[src/rtl/pipe_adder_pkg.sv]
// Shared types for the pipelined adder: operation select and result flags.
package pipe_adder_pkg;

    typedef enum logic {
        OP_ADD = 1'b0,
        OP_SUB = 1'b1
    } op_t;

    typedef struct packed {
        logic cout;
        logic ovf;
        logic zero;
    } flags_t;

endpackage

[src/rtl/pipe_adder_adder_slice.sv]
// Combinational N-bit ripple chunk; msb_cin is the carry into the top bit.
module adder_slice #(
    parameter int unsigned N = 4
) (
    input  logic [N-1:0] a,
    input  logic [N-1:0] b,
    input  logic         cin,
    output logic [N-1:0] s,
    output logic         cout,
    output logic         msb_cin
);
    logic c;

    always_comb begin
        s       = '0;
        msb_cin = 1'b0;
        c       = cin;
        for (int unsigned i = 0; i < N; i++) begin
            if (i == N - 1) msb_cin = c;
            s[i] = a[i] ^ b[i] ^ c;
            c    = (a[i] & b[i]) | (c & (a[i] ^ b[i]));
        end
        cout = c;
    end

endmodule

[src/rtl/pipe_adder.sv]
// Carry-pipelined adder/subtractor, one WIDTH/STAGES-bit slice per stage.
// Optional macro PIPE_ADDER_SAT_EN saturates the result on signed overflow.
module pipe_adder
    import pipe_adder_pkg::*;
#(
    parameter int unsigned WIDTH  = 32,
    parameter int unsigned STAGES = 4
) (
    input  logic             clk,
    input  logic             rst_n,
    input  logic             in_valid,
    output logic             in_ready,
    input  logic [WIDTH-1:0] in_a,
    input  logic [WIDTH-1:0] in_b,
    input  logic             in_cin,
    input  op_t              in_op,
    output logic             out_valid,
    input  logic             out_ready,
    output logic [WIDTH-1:0] out_sum,
    output logic             out_cout,
    output logic             out_ovf,
    output logic             out_zero
);
    localparam int unsigned CW   = WIDTH / STAGES;
    localparam int unsigned LAST = STAGES - 1;
    localparam logic [WIDTH-1:0] ONES = '1;

    if (WIDTH < 4 || WIDTH > 64 || STAGES == 0 || (WIDTH % STAGES) != 0) begin : g_bad_cfg
        $error("pipe_adder: WIDTH must be 4..64 and a multiple of STAGES");
    end

    logic [WIDTH-1:0] b_eff;
    logic             cin_eff;
    logic             adv;

    // Stage registers; a/b carry the operands forward, s collects finished chunks.
    logic [WIDTH-1:0] a_q [STAGES];
    logic [WIDTH-1:0] b_q [STAGES];
    logic [WIDTH-1:0] s_q [STAGES];
    logic             c_q [STAGES];
    logic             v_q [STAGES];
    logic             ovf_q;

    logic [WIDTH-1:0] a_d [STAGES];
    logic [WIDTH-1:0] b_d [STAGES];
    logic [WIDTH-1:0] s_d [STAGES];
    logic [WIDTH-1:0] s_n [STAGES];
    logic             c_d [STAGES];
    logic             v_d [STAGES];
    logic [CW-1:0]    cs  [STAGES];
    logic             cc  [STAGES];
    logic             cm  [STAGES];

    assign b_eff    = (in_op == OP_SUB) ? ~in_b : in_b;
    assign cin_eff  = in_cin ^ (in_op == OP_SUB);
    assign in_ready = !(out_valid && !out_ready);
    assign adv      = in_ready;

    for (genvar k = 0; k < STAGES; k++) begin : g_stage
        localparam logic [WIDTH-1:0] MASK = (ONES >> (WIDTH - CW)) << (k * CW);

        if (k == 0) begin : g_head
            assign a_d[k] = in_a;
            assign b_d[k] = b_eff;
            assign s_d[k] = '0;
            assign c_d[k] = cin_eff;
            assign v_d[k] = in_valid;
        end else begin : g_body
            assign a_d[k] = a_q[k-1];
            assign b_d[k] = b_q[k-1];
            assign s_d[k] = s_q[k-1];
            assign c_d[k] = c_q[k-1];
            assign v_d[k] = v_q[k-1];
        end

        adder_slice #(.N(CW)) u_slice (
            .a       (a_d[k][k*CW +: CW]),
            .b       (b_d[k][k*CW +: CW]),
            .cin     (c_d[k]),
            .s       (cs[k]),
            .cout    (cc[k]),
            .msb_cin (cm[k])
        );

        assign s_n[k] = (s_d[k] & ~MASK) | (WIDTH'(cs[k]) << (k * CW));
    end

    always_ff @(posedge clk or negedge rst_n) begin
        if (!rst_n) begin
            for (int unsigned i = 0; i < STAGES; i++) begin
                v_q[i] <= 1'b0;
                a_q[i] <= '0;
                b_q[i] <= '0;
                s_q[i] <= '0;
                c_q[i] <= 1'b0;
            end
            ovf_q <= 1'b0;
        end else if (adv) begin
            for (int unsigned i = 0; i < STAGES; i++) begin
                v_q[i] <= v_d[i];
                a_q[i] <= a_d[i];
                b_q[i] <= b_d[i];
                s_q[i] <= s_n[i];
                c_q[i] <= cc[i];
            end
            // Carry into the msb differs from carry out exactly on signed overflow.
            ovf_q <= cm[LAST] ^ cc[LAST];
        end
    end

    logic [WIDTH-1:0] sum_fin;
    flags_t           flags;

`ifdef PIPE_ADDER_SAT_EN
    localparam logic [WIDTH-1:0] SMAX = ONES >> 1;
    always_comb begin
        sum_fin = s_q[LAST];
        if (ovf_q) sum_fin = a_q[LAST][WIDTH-1] ? ~SMAX : SMAX;
    end
`else
    assign sum_fin = s_q[LAST];
`endif

    assign out_valid = v_q[LAST];
    assign flags     = '{cout: c_q[LAST], ovf: ovf_q, zero: v_q[LAST] && (sum_fin == '0)};
    assign out_sum   = sum_fin;
    assign out_cout  = flags.cout;
    assign out_ovf   = flags.ovf;
    assign out_zero  = flags.zero;

endmodule

[config.mk]
export PLATFORM = sky130hd
export DESIGN_NAME = pipe_adder
export DESIGN_NICKNAME = d
export VERILOG_FILES = /design/src/rtl/pipe_adder_pkg.sv /design/src/rtl/pipe_adder_adder_slice.sv /design/src/rtl/pipe_adder.sv
export SDC_FILE = /design/constraint.sdc
export NUM_CORES = 1
export LEC_CHECK = 0
export ABC_AREA = 1
export BUFFER_PORTS_ARGS = -buffer_cell sky130_fd_sc_hd__buf_2
export CORE_MARGIN = 10
export CORE_UTILIZATION = 40
export CTS_BUF_LIST = sky130_fd_sc_hd__clkbuf_4 sky130_fd_sc_hd__clkbuf_8 sky130_fd_sc_hd__clkbuf_16
export DETAILED_ROUTE_END_ITERATION = 8
export GPL_ROUTABILITY_DRIVEN = 0
export PLACE_DENSITY = 0.6
export SETUP_SLACK_MARGIN = 0.15
export SKIP_LAST_GASP = 1
export SLEW_MARGIN = 10
export SYNTH_ARGS = -nofsm -noshare
export SYNTH_HDL_FRONTEND = slang
export SYNTH_SLANG_ARGS = --single-unit
[constraint.sdc]
create_clock -name clk -period 8.55 [get_ports clk]
set_input_delay 0.855 -clock clk [delete_from_list [all_inputs] [get_ports clk]]
set_output_delay 0.855 -clock clk [all_outputs]
set_load 0.01 [all_outputs]
==> metrics.md <==
| Metric | Value |
|---|---|
| Commonest cells post-synth | `dfrtp_1, nor2_1, mux2_4, inv_1` |
| IO Port Bufs | `106` |
| R2r setup slk | `4.65 ns` |
| Number of global-route vias before repair | `between 5000 and 6000` |
| ANT nets after route | `0` |
| Most frequent cell after synthesis | `dfrtp_1` |
| I/O Pins | `107` |
| CTS tree | `built` |
| Post-synth EDFFs | `0` |
| Fin. max-slew vios | `0` |
| Netlist cell types | `18` |
| Antenna violations before repair | `0` |
| CP Max Fanout | `33` |
| Layout cells sized above 1 | `34.0%` |
| Main synth FF type | `dfrtp_1` |
| Setup Skew | `0.00877 ns` |
| Status | `completed` |
| CTS buffer count | `17` |
| FF+latch count, synth | `185` |
| Worst hold path depth | `2` |
| DR pass1 iterations | `4` |
| Final Setup Violations | `0` |
| Post-CTS setup buffer count | `0` |
| Core Rows | `52` |
| Cell accounting for the most synthesized area | `dfrtp_1` |
| Hold WC Path Type | `reg2reg` |
| Net count after synthesis | `728` |
| Path depth of the worst reg2reg path | `12` |
| Wire length of the first global-routing pass | `26300 microns` |
| Area share of the largest cell type after synthesis | `roughly 57%` |
| Routed WL per cell | `15.6 microns` |
| CP delay by family, top | `adder cells` |
| Peak VDD IR | `0.160 mV` |
| Final Hold Fails | `0` |
| # Max-Cap Violations | `0` |
| Overall routing resource usage | `approximately an eighth` |
| Worst R2R Start | `a_d[24]` |
| Worst Setup End Kind | `flip-flop` |
| Leakage | `4.48 nW` |
| Routed vias/inst | `4.58` |
| Clock root buffer | `clkbuf_16` |
| Worst-case clock buffer depth | `2` |
| Largest net degree at the start of global routing | `106` |
| Post-CTS resize count | `0` |
| Nets | `825` |
| # diodes | `0` |
| Initial Utilization | `40.6%` |
| Insertion delay to the later sink of the worst-skew pair | `0.43 ns` |
| Hold Path Sink | `out_valid` |
| Deepest level of the CTS H-tree | `4` |
| Hold bufs inserted after CTS | `0` |
| Avg Inst Size Synth | `13.1 sq um` |
| Reg-to-reg endpoint | `out_sum[31]` |
| Placeable Area | `0.0202 sq mm` |
| Setup CP Type | `in2reg` |
| Critical Path Source Type | `input pin` |
| Post-route minimum period | `roughly 5.0 ns` |
| Crit path DAT | `5.35 ns` |
| Hpwl dp | `about 11000 microns` |
| Detailed-route via count | `4612` |
| Largest cells by area after synthesis | `dfrtp_1, mux2_4, fa_1` |
| Maximum clock rate | `198 MHz` |
| Register area share after synthesis | `56.5%` |
| Unrepaired setup endpoints after global routing | `no` |
| HP Start | `v_d[0]` |
| Worst Tran Pin Value | `about 1.0 ns` |
| Die area | `0.0266 sq mm` |
| Clock sinks | `approximately 190` |
| Die Wd | `between 150 and 200 microns` |
| Drt drc | `0` |
| Power Total | `approximately 3.5 mW` |
| Critical Path Slowest Stage Cell | `buf_4` |
| Clk slew on worst S/H paths | `0.07 ns` |
| Pre-CTS WS | `3.05 ns` |
| Tcrit/Tclk final | `a little under 60%` |
| Pwr Density | `about 370 mW/mm^2` |
| Setup TNS | `0 ns` |
| Post-synthesis cell area | `0.00819 sq mm` |
| CP most frequent cell | `fa_1` |
| Buf+Inv Stages, Crit Path | `5` |
| DR iter-0 viols | `259` |
| Ys async rst share | `100%` |
| Die height | `163 microns` |
| Post-Synthesis Cells | `626` |
| Total Wirelength | `15700 microns` |
| Total congestion overflow | `0` |
| Relative slew slack | `32.3%` |
| Critical Path Max Stage Delay | `0.48 ns` |
| Critical Path RT | `8.86 ns` |
| YS warnings | `0` |
| Slack of the critical path | `3.51 ns` |
| Area growth syn-to-layout | `15.5%` |
| Crit-path cells | `buf_2 > buf_4 > xnor2_1 > fa_1 > inv_1 > fa_1 > inv_1 > fa_1 > fa_1 > fa_1 > fa_1 > fa_1 > inv_1 > fa_1 > mux2_4` |
## sequential cells by signal (all words and copies together), names as in the netlist
signal	count
a_d	48
b_d	48
s_d	48
out_sum	32
c_d	3
v_d	3
out_cout	1
out_ovf	1
out_valid	1
## cells by family (layout without fill, tap and decap cells)
kind of cell               count (synthesis)  in the layout  share of synthesized area [%]
muxes                                    107            107                           17.5
DFF                                      185            185                           56.5
AOI/OAI and AO/OA                         75             75                           4.58
xor gates and xnor gates                  34             34                           3.64
adders and majority gates                 32             32                           7.82
buffers and inverters                     81            191                           4.72
and+or+nand+nor                          112            112                           5.24
## power by group
group	switching (mW)	total [mW]	internal, mW
registers	0.253	1.53	1.28
clock network	0.340	0.734	0.394
logic	0.555	1.23	0.672
## cell type report
type,count,area (sq um)
inverters,49,184
fillers,1866,10700
clock inverters,12,93.8
well taps,270,338
clock buffers,20,460
multi-input cells,360,3190
flip-flops and latches,185,4630
repair buffers,110,569
## per-stage QoR
stage                     hold slack, ns  instances  util, %  instance area, sq um
after floorplan                    0.420        626        -                  8190
after global placement             0.434        974     44.2                  8910
after global routing               0.477       1006     46.9                  9460
final                              0.454       1006     46.9                  9460
after detailed placement           0.435        974     44.2                  8910
after CTS                          0.452       1006     46.9                  9460
## how the worst max path moves through the flow
stage	startpoint	endpoint	slack [ns]	cells past startpoint
after floorplan	in_op	s_d[71]	3.60	15
after global placement	in_op	s_d[71]	3.24	15
after detailed placement	in_op	s_d[71]	3.05	15
after CTS	in_op	s_d[71]	3.49	15
after global routing	in_op	s_d[71]	3.36	15
final	in_op	s_d[71]	3.51	15
## routing by layer
layer	global-route usage, %	share of wire (%)	up-vias	routed length [microns]
met5	0	0	-	0
met4	3.73	1.0	0	161
met3	3.95	4.0	12	624
met2	19.3	48	74	7500
met1	16.2	47	2312	7410
li1	-	-	2214	-
## worst reg2reg max path: stages, from the launching register on
cell	delay, ns
dfrtp_1	0.41
fa_1	0.44
fa_1	0.39
fa_1	0.41
fa_1	0.44
fa_1	0.39
inv_1	0.08
fa_1	0.17
inv_1	0.05
fa_1	0.40
inv_1	0.09
fa_1	0.41
a21oi_1	0.14
## cells in the final DEF, fill, tap and decap left out, drive strengths merged
cell type,n
o21ai,28
dfrtp,185
clkbuf,21
inv,51
nand3,4
clkinv,7
xor2,10
a21oi,47
clkinvlp,3
fa,32
nor2,65
nor3,1
buf,109
nand2,42
mux2,107
xnor2,24
Power figures use the tool's default switching activity.
